[src/rtl/cu_cond_stage.sv]
// Execute-stage condition unit: decode->execute register, NZCV flags,
// ARM condition evaluation and gating of PC/register/memory writes.
module cu_cond_stage #(
   parameter int ALUCTL_W = 2
) (
   input  logic                clk,
   input  logic                rst_n,
   input  logic                en,
   input  logic                flush,
   input  logic [3:0]          cond_d,
   input  logic                pcs_d,
   input  logic                regw_d,
   input  logic                memw_d,
   input  logic                memtoreg_d,
   input  logic                alusrc_d,
   input  logic [1:0]          flagw_d,
   input  logic [ALUCTL_W-1:0] alucontrol_d,
   input  logic [3:0]          alu_flags_e,
   output logic                pcsrc_e,
   output logic                regwrite_e,
   output logic                memwrite_e,
   output logic                memtoreg_e,
   output logic                alusrc_e,
   output logic [ALUCTL_W-1:0] alucontrol_e,
   output logic                cond_ex_e,
   output logic                cond_ill_e,
   output logic [3:0]          flags_q
);

   logic                valid_q;
   logic [3:0]          cond_q;
   logic                pcs_q;
   logic                regw_q;
   logic                memw_q;
   logic                memtoreg_q;
   logic                alusrc_q;
   logic [1:0]          flagw_q;
   logic [ALUCTL_W-1:0] aluctl_q;
   logic [3:0]          flags_d;
   logic                pass;
   logic                n, z, c, v;

   always_ff @(posedge clk or negedge rst_n) begin
      if (!rst_n) begin
         valid_q    <= 1'b0;
         cond_q     <= '0;
         pcs_q      <= 1'b0;
         regw_q     <= 1'b0;
         memw_q     <= 1'b0;
         memtoreg_q <= 1'b0;
         alusrc_q   <= 1'b0;
         flagw_q    <= '0;
         aluctl_q   <= '0;
      end else if (flush) begin
         valid_q    <= 1'b0;
         cond_q     <= '0;
         pcs_q      <= 1'b0;
         regw_q     <= 1'b0;
         memw_q     <= 1'b0;
         memtoreg_q <= 1'b0;
         alusrc_q   <= 1'b0;
         flagw_q    <= '0;
         aluctl_q   <= '0;
      end else if (en) begin
         valid_q    <= 1'b1;
         cond_q     <= cond_d;
         pcs_q      <= pcs_d;
         regw_q     <= regw_d;
         memw_q     <= memw_d;
         memtoreg_q <= memtoreg_d;
         alusrc_q   <= alusrc_d;
         flagw_q    <= flagw_d;
         aluctl_q   <= alucontrol_d;
      end
   end

   assign n = flags_q[3];
   assign z = flags_q[2];
   assign c = flags_q[1];
   assign v = flags_q[0];

   always_comb begin
      pass = 1'b0;
      case (cond_q)
         4'h0:    pass = z;
         4'h1:    pass = !z;
         4'h2:    pass = c;
         4'h3:    pass = !c;
         4'h4:    pass = n;
         4'h5:    pass = !n;
         4'h6:    pass = v;
         4'h7:    pass = !v;
         4'h8:    pass = c & !z;
         4'h9:    pass = !c | z;
         4'hA:    pass = (n == v);
         4'hB:    pass = (n != v);
         4'hC:    pass = !z & (n == v);
         4'hD:    pass = z | (n != v);
         4'hE:    pass = 1'b1;
         default: pass = 1'b0;
      endcase
   end

   assign cond_ex_e    = valid_q & pass;
   assign cond_ill_e   = valid_q & (cond_q == 4'hF);
   assign pcsrc_e      = pcs_q & cond_ex_e;
   assign regwrite_e   = regw_q & cond_ex_e;
   assign memwrite_e   = memw_q & cond_ex_e;
   assign memtoreg_e   = memtoreg_q;
   assign alusrc_e     = alusrc_q;
   assign alucontrol_e = aluctl_q;

   // Flags commit only on the edge the instruction leaves E (en=1).
   always_comb begin
      flags_d = flags_q;
      if (en && cond_ex_e) begin
         if (flagw_q[1]) flags_d[3:2] = alu_flags_e[3:2];
         if (flagw_q[0]) flags_d[1:0] = alu_flags_e[1:0];
      end
   end

   always_ff @(posedge clk or negedge rst_n) begin
      if (!rst_n) flags_q <= 4'b0000;
      else        flags_q <= flags_d;
   end

endmodule
[config.mk]
export PLATFORM = sky130hd
export DESIGN_NAME = cu_cond_stage
export DESIGN_NICKNAME = d
export VERILOG_FILES = /design/src/rtl/cu_cond_stage.sv
export SDC_FILE = /design/constraint.sdc
export NUM_CORES = 1
export LEC_CHECK = 0
export ABC_AREA = 1
export CAP_MARGIN = 40
export CORE_AREA = 4 4 55 57
export CTS_BUF_LIST = sky130_fd_sc_hd__clkbuf_8
export DETAILED_ROUTE_END_ITERATION = 8
export DIE_AREA = 0 0 59 61
export GPL_TIMING_DRIVEN = 0
export PLACE_DENSITY = 0.7
export SLEW_MARGIN = 20
export SYNTH_ARGS = -nofsm -noshare
export SYNTH_HDL_FRONTEND = slang
export SYNTH_SLANG_ARGS = --single-unit
[constraint.sdc]
create_clock -name clk -period 3.1 [get_ports clk]
set_input_delay 0.62 -clock clk [delete_from_list [all_inputs] [get_ports clk]]
set_output_delay 0.62 -clock clk [all_outputs]
set_load 0.01 [all_outputs]
==> impl_results.md, run 1 <==
- First-pass GRT wire length: about 4300 µm
- Mapped cell area: 978 µm²
- Critical path, cell by cell: inv_1 > nor2_1 > nand2_1 > a21oi_1 > nor2_1 > nand3_2 > nand2_1 > nor2_1 > clkdlybuf4s50_1
- Max-cap violations: 0
- Total core area: approximately 2500 µm²
- Setup WS post-layout: 269 ps
- Largest net degree at the start of global routing: 19
- Total track usage: between 10% and 20%
- Seq/Total Area, Yosys: 46.0%
- Initial Utilization: 39.5%
- Die width: 59 µm
- Wire length per cell: around 13 µm
- Routed via count: 1025
- Syn. warnings: 0
- Final ANT Viol Nets: 0
- IO Port Bufs: 32
- Cell family contributing the most delay on the critical path: simple AND/OR/NAND/NOR gates
- Critical Path RT: 2480 ps
- CTS tree: built
- Tightest Pin Transition: between 400 and 500 ps
- Syn nets: approximately 160
- Slew Limit Fails: 0
- Syn Area/Cell: roughly 7 µm²
- Synth top area cells: dfrtp_1 46%, nand2_1 15%, nand3_1 14%
- Power Dens Cells: around 480 nW/µm²
- Placed Instance Area: approximately 1300 µm²
- Vias in the first global route: just under 1000
- Worst-path clk slew: ~70 ps
- CP endpoint kind: output port
- Critical Path Source Type: flop
- HP Class: reg2reg
- Inserted Clock Buffers: 3
- Dpl ws: between 500 and 600 ps
- Share of cells above drive strength 1: roughly 7.5%
- Crit Path Max Fanout: 4
- P_leak: roughly 0.66 nW
- Library cells used by synthesis: 18
- # rows: 18
- P_sw: between 0.2 and 0.25 mW
- Die span in y: slightly above 60 µm
- Setup violations, final: 0
- WL final: about 2600 µm
- Clock sink count: 18
- RePlAce Congestion: approximately 0.83
- Switching Share: between 30% and 40%
- Run status: finished, final reports clean
- Gate Count Post-Synth: 136
- Met3 GRT Util: under 10%
- Worst path max stage delay: about 560 ps
- Met1 GRT Util: 18.5%
- DP HPWL: just over 2000 µm
- Post-CTS setup buffers: 0
- Finished Cell Area: between 1000 and 1500 µm²
- DR pass1 iterations: 4
- Critical path buffers and inverters: 2
- DRC errors left: 0
- TNS Setup: 0 ps
- Comb power frac: between 20% and 30%
- Worst skew pair latency: between 200 and 300 ps
- Grt peak-use layer: met2
- CP most frequent cell: nor2_1
- Yosys reg bits: 18
- Design Power: approximately 0.68 mW
- IO Count: 34
- GRT overflow: 0
- Power Internal: around 0.47 mW
- Critical setup path kind: reg2out
- Final Cycle Share: between 90 and 100%
- Initial antenna violation count: 0
- Peak supply drop: roughly 0.35 mV
- RSZ-0062 raised after global routing: false
- Clk Tree Root Cell: clkbuf_8
- Slew Limit Headroom: around 70%
- Die Footprint: roughly 3600 µm²
- Fin. Hold Viols: 0
- Seq pwr share: 42.6%
- Met2 usage: between 20% and 30%
- Max Fclk: approximately 0.35 GHz
- Post-synth top area cell: dfrtp_1
- Worst EP arrival: 2210 ps
- Crit-path slowest cell: clkdlybuf4s50_1
- Minimum clock period: ~2800 ps
- DR iter-0 viols: 51
- Clock power share: about 28%
- Hold_buf cts: 0
- Drt via density: approximately 5.0
- Final #Nets: 195
- Post-cts resize count: 0
- Diode count: 0
- Htree depth: 1
- Area growth syn-to-layout: 43.7%
- Share of the synthesized area in the top cell type: between 40% and 50%
- CTS max path bufs: 2
- Max Clock Skew: 4.85 ps
[cells in the final DEF, fill, tap and decap left out, drive strengths merged]
cell,Yosys,final
nand3b,1,1
buf,3,4
inv,17,17
nor2,11,11
nand4,2,2
clkdlybuf4s50,0,32
nand3,29,29
dfrtp,18,18
clkinv,1,1
clkbuf,1,5
nor3,1,1
nand2,40,40
a21oi,3,3
o21ai,9,9
[logic make-up after synthesis]
family	share of synthesized area, %
AOI/OAI and AO/OA	6.52
buffers and inverters	8.69
DFF	46.0
and+or+nand+nor	38.7
[cell type report]
class,count,area (µm²)
buffer,4,17.5
clock buffer,4,55.1
fill,236,1070
inverter,18,67.6
multi-input combinational,96,443
sequential,18,450
tap,30,37.5
timing repair buffer,33,335
[worst min-delay path, stage by stage, from the launching register on]
cell and delay (ps):
dfrtp_1 350, nand3_1 80, nand2_1 60
[sequential cells by signal, indices dropped and copies added (netlist names)]
signal	count
memw_q	1
flagw_q	2
cond_q	4
regw_q	1
memtoreg_e	1
alucontrol_e	2
flags_q	4
valid_q	1
alusrc_e	1
pcs_q	1
[worst paths after layout]
path | start | endpoint | slack (ps) | cells past startpoint
worst min register to register | memtoreg_e$_DFFE_PN0P_ | memtoreg_e$_DFFE_PN0P_ | 520 | 2
min in group asynchronous | rst_n | alucontrol_e[0]$_DFFE_PN0P_ | 560 | 1
worst min-delay path | memtoreg_e$_DFFE_PN0P_ | memtoreg_e$_DFFE_PN0P_ | 520 | 2
max in group asynchronous | rst_n | flags_q[2]$_DFFE_PN0P_ | 2170 | 2
worst max-delay path | cond_q[2]$_DFFE_PN0P_ | pcsrc_e | 270 | 9
worst max register to register | cond_q[2]$_DFFE_PN0P_ | flags_q[2]$_DFFE_PN0P_ | 1570 | 10
[metal layers]
| metal | up-vias | part of all wire (%) |
|---|---|---|
| met5 | - | 0 |
| met4 | 0 | 1.2 |
| met3 | 4 | 5.4 |
| met2 | 32 | 52 |
| met1 | 481 | 41 |
| li1 | 508 | - |
[per-stage QoR]
stage                     util (%)  std cells  hold slack, ps
after CTS                     56.2        202             522
after global routing          56.8        203             557
final                         56.8        203             516
after detailed placement      53.9        198             502
after global placement        53.9        198             485
after floorplan                  -        136             324
[cells in the mapped netlist]
cell	instances
nand2_1	39
nand3_1	27
dfrtp_1	18
inv_1	17
nor2_1	9
o21ai_0	9
a21oi_1	2
buf_2	2
nand3_2	2
nand4_1	2
nor2_2	2
a21oi_2	1
buf_1	1
clkbuf_1	1
clkinv_1	1
nand2_2	1
nand3b_1	1
nor3_1	1
[power groups by stage]
stage | Clock, mW | Sequential, mW | Combinational (mW)
2_1_floorplan | 0 | 0.296 | 0.0935
3_3_place_gp | 0 | 0.292 | 0.193
3_5_place_dp | 0 | 0.293 | 0.198
4_1_cts | 0.192 | 0.289 | 0.199
5_1_grt | 0.205 | 0.295 | 0.221
6_report | 0.189 | 0.289 | 0.201
Note: power is estimated with default switching activity, not from simulation.
==> inputs of run 2 (changes only) <==
CAP_MARGIN = 20   (was 40)
GPL_TIMING_DRIVEN = default   (was 0)
==> impl_results.md, run 2 (synthesized netlist as in run 1, its figures left out) <==
- Worst r2r path cells: 10
- RSZ-0062 raised after global routing: false
- Max Fclk: around 0.37 GHz
- Hold path cells: 2
- Wire length per cell: 12.3 µm
- Placed Cells: between 150 and 200
- TNS Setup: 0 ps
- WL final: ~2500 µm
- CP endpoint kind: output port
- Slew Limit Fails: 0
- Die Footprint: 3600 µm²
- Inserted Clock Buffers: 3
- Fin. Hold Viols: 0
- Diode count: 0
- First-pass GRT wire length: 4350 µm
- Post-cts resize count: 0
- Critical setup path kind: reg2out
- Die span in y: 61 µm
- Power Dens Cells: approximately 480 nW/µm²
- HP Class: reg2reg
- # fillers: about 240
- Vias in the first global route: roughly 1000
- Share of cells above drive strength 1: between 5 and 6%
- DP HPWL: between 1500 and 2000 µm
- Design Power: about 0.67 mW
- Drt via density: a little under 5
- Total track usage: about 16%
- Worst EP arrival: 2080 ps
- Minimum clock period: between 2000 and 3000 ps
- RePlAce Congestion: 0.831
- Critical Path RT: 2480 ps
- Final #Nets: approximately 190
- Setup violations, final: 0
- Clk Tree Root Cell: clkbuf_8
- DRC errors left: 0
- IO Count: 34
- Total core area: around 2500 µm²
- Largest net degree at the start of global routing: 19
- CTS tree: built
- Peak supply drop: roughly 0.35 mV
- Crit Path Max Fanout: 7
- Most frequent cells in the layout: 39 x nand2_1, 33 x clkdlybuf4s50_1, 27 x nand3_1
- Post-CTS setup buffers: 0
- Clock sink count: 18
- Final ANT Viol Nets: 0
- Worst Hold Margin: around 510 ps
- Finished Layout Cells: slightly below 200
- Hold_buf cts: 0
- Most common cell after layout, fill and taps aside: nand2_1
- Initial antenna violation count: 0
- Slew Limit Headroom: a little under half
- Max-cap violations: 0
- Worst-path clk slew: 70 ps
- P_leak: 0.642 nW
- DR pass1 iterations: 4
- GRT overflow: 0
- Largest registers: cond_q: 4 flops, flags_q: 4 flops
- Initial Utilization: about two fifths
- Htree depth: 1
- Final Cycle Share: between 80% and 90%
- Die width: around 60 µm
- Tightest Pin Transition: roughly 800 ps
- Max Clock Skew: 3.14 ps
- DR iter-0 viols: 36
- Worst skew pair latency: roughly 250 ps
- Area growth syn-to-layout: 41.4%
- Run status: finished, final reports clean
- CTS max path bufs: 2
- IO Port Bufs: 33
- Critical Path Source Type: flop
- # rows: 18
- Routed via count: between 900 and 1000
- R2r setup slk: approximately 1600 ps
-- run 2: cell types whose count changed in the layout (fill, tap and decap cells not counted) --
| cell | before | now |
|---|---|---|
| clkbuf_1 | 1 | 0 |
| clkdlybuf4s50_1 | 32 | 33 |
| buf_1 | 1 | 0 |
| buf_2 | 2 | 0 |
| buf_8 | 1 | 0 |
-- run 2: critical path, stage by stage (launching register included) --
cell and delay, ps:
dfrtp_1 420, inv_1 190, nand3_1 100, nand2_1 70, nand2_1 50, nand3_1 80, nor2_1 60, nand3_2 90
nand2_1 110, nor2_1 110, clkdlybuf4s50_1 540
-- run 2: final timing paths --
check	startpoint	endpoint
max reg2reg	cond_q[1]$_DFFE_PN0P_	flags_q[2]$_DFFE_PN0P_
min	memtoreg_e$_DFFE_PN0P_	memtoreg_e$_DFFE_PN0P_
max	cond_q[1]$_DFFE_PN0P_	regwrite_e
min in group asynchronous	rst_n	alucontrol_e[0]$_DFFE_PN0P_
min reg2reg	memtoreg_e$_DFFE_PN0P_	memtoreg_e$_DFFE_PN0P_
max in group asynchronous	rst_n	memtoreg_e$_DFFE_PN0P_
-- run 2: routing by layer --
layer,vias to the layer above,GRT usage [%],wire length (µm)
li1,501,-,-
met1,458,19.2,1040
met2,24,27.8,1300
met3,2,3.62,107
met4,0,3.88,14
met5,-,0,0
-- run 2: report_power, final --
group / internal (mW) / switching, mW
Clock: 0.113 / 0.0730
Combinational: 0.0952 / 0.0957
Sequential: 0.261 / 0.0303
-- run 2: layout make-up --
type | instances | area, µm² | share of cell area [%]
tap | 30 | 37.5 | 2.71
sequential | 18 | 450 | 32.5
inverter | 18 | 67.6 | 4.88
timing repair buffer | 33 | 330 | 23.9
clock buffer | 4 | 55.1 | 3.98
multi-input combinational | 96 | 443 | 32.0
-- run 2: stage by stage --
stage	area, µm²	setup slack (ps)	utilization (%)
after global routing	1380	193	55.9
final	1380	404	55.9
after detailed placement	1330	670	53.6
after CTS	1380	388	55.9
after global placement	1330	693	53.6
after floorplan	978	1280	-
==> inputs of run 3 (changes only) <==
DONT_BUFFER_PORTS = 1   (was default)
PLACE_DENSITY = default   (was 0.7)
==> impl_results.md, run 3 (synthesized netlist as in run 1, its figures left out) <==
- Run status: finished, final reports clean
- Vias in the first global route: ~840
- CTS max path bufs: 2
- Post-CTS setup buffers: 0
- Critical Path Source Type: flop
- Final ANT Viol Nets: 0
- Peak supply drop: about 0.29 mV
- Most common cell after layout, fill and taps aside: nand2_1
- Initial Utilization: about two fifths
- Final #Nets: around 160
- Worst path max stage delay: slightly below 500 ps
- Total core area: around 2500 µm²
- Die width: 59 µm
- Critical path buffers and inverters: 1
- CP endpoint kind: output port
- First-pass GRT wire length: between 3000 and 4000 µm
- WL final: 2200 µm
- Slew Limit Fails: 0
- Initial antenna violation count: 0
- CTS tree: built
- Wire length per cell: between 10 and 15 µm
- RSZ-0062 raised after global routing: false
- Share of cells above drive strength 1: between 6 and 7%
- Die Footprint: ~3600 µm²
- HP Class: in2async
- Htree depth: 1
- DRC errors left: 0
- Hold_buf cts: 0
- Clock sink count: 18
- P_leak: between 0.5 and 0.6 nW
- Dpl ws: roughly 1100 ps
- Fin. Hold Viols: 0
- Routed via count: 848
- Critical setup path kind: reg2out
- Drt via density: ~5
- Setup violations, final: 0
- Diode count: 0
- Clk Tree Root Cell: clkbuf_8
- Max Fclk: 0.437 GHz
- Final Cycle Share: between 70% and 80%
- Largest net degree at the start of global routing: 19
- # rows: 18
- IO Count: 34
- DR iter-0 viols: 47
- TNS Setup: 0 ps
- Crit-path slowest cell: dfrtp_1
- CP most frequent cell: nand2_1
- Largest registers: cond_q: 4 flops, flags_q: 4 flops
- Cell family contributing the most delay on the critical path: simple AND/OR/NAND/NOR gates
- GRT overflow: 0
- Power Dens Cells: ~540 nW/µm²
- Worst EP arrival: 1670 ps
- Slew Limit Headroom: between 70% and 80%
- Tightest Pin Transition: between 400 and 500 ps
- Setup WS post-layout: approximately 810 ps
- Max Clock Skew: between 0.7 and 0.8 ps
- Minimum clock period: about 2300 ps
- RePlAce Congestion: between 0.7 and 0.8
- Crit Path Max Fanout: 5
- Die span in y: a little over 60 µm
- Most frequent cells in the layout: 39 x nand2_1, 27 x nand3_1, 18 x dfrtp_1
- DP HPWL: 1700 µm
- IO Port Bufs: 0
- Critical path, cell by cell: inv_1 > nand2_1 > nand2_1 > nand2_1 > nand2_1 > nand2_1 > nand2_1 > nand3_2 > nand2_1 > nor2_1
- Critical Path RT: 2480 ps
- Worst skew pair latency: between 200 and 250 ps
- Max-cap violations: 0
- Area growth syn-to-layout: 6.27%
- DR pass1 iterations: 5
- Worst-path clk slew: roughly 60 ps
- Post-cts resize count: 0
- Inserted Clock Buffers: 3
- Total track usage: ~13%
[run 3: cell count changes in the layout (fill, tap and decap cells not counted), sizes merged]
cell and delta:
clkdlybuf4s50 -33, clkbuf -1
[run 3: final timing paths]
check / depth (start not counted) / to / slack [ps] / from
min in group clk: 1 / valid_q$_DFFE_PN0P_ / 430 / flush
max in group asynchronous: 0 / flags_q[3]$_DFFE_PN0P_ / 2960 / rst_n
worst min-delay path: 0 / regw_q$_DFFE_PN0P_ / 60 / rst_n
worst min register to register: 2 / regw_q$_DFFE_PN0P_ / 550 / regw_q$_DFFE_PN0P_
worst max register to register: 11 / flags_q[3]$_DFFE_PN0P_ / 1610 / flags_q[0]$_DFFE_PN0P_
worst max-delay path: 10 / memwrite_e / 810 / flags_q[0]$_DFFE_PN0P_
[run 3: stage by stage]
stage	total power [mW]	util (%)	cells	instance area, µm²	hold slack [ps]
after floorplan	0.389	-	136	978	324
after global placement	0.412	40.3	162	998	325
after detailed placement	0.413	40.3	162	998	325
after CTS	0.568	42.0	165	1040	61.4
after global routing	0.605	42.0	165	1040	46.7
final	0.564	42.0	165	1040	65.0
[run 3: routing by layer]
metal  up-vias  track usage [%]  share of wire, %
met5         -                0                 0
met4         0             3.88              0.77
met3         2             2.98               7.4
met2        28             22.7                49
met1       382             17.4                42
li1        436                -                 -
[run 3: area by class of cell]
class	instances	area, µm²
tap	30	37.5
inverter	18	67.6
fill	264	1440
multi-input combinational	96	443
sequential	18	450
clock buffer	3	41.3
[run 3: report_power, final]
group | switching, mW | total [mW] | internal (mW)
Clock | 0.0697 | 0.156 | 0.0860
Sequential | 0.0433 | 0.304 | 0.261
Combinational | 0.0663 | 0.104 | 0.0378
Total | 0.179 | 0.564 | 0.384
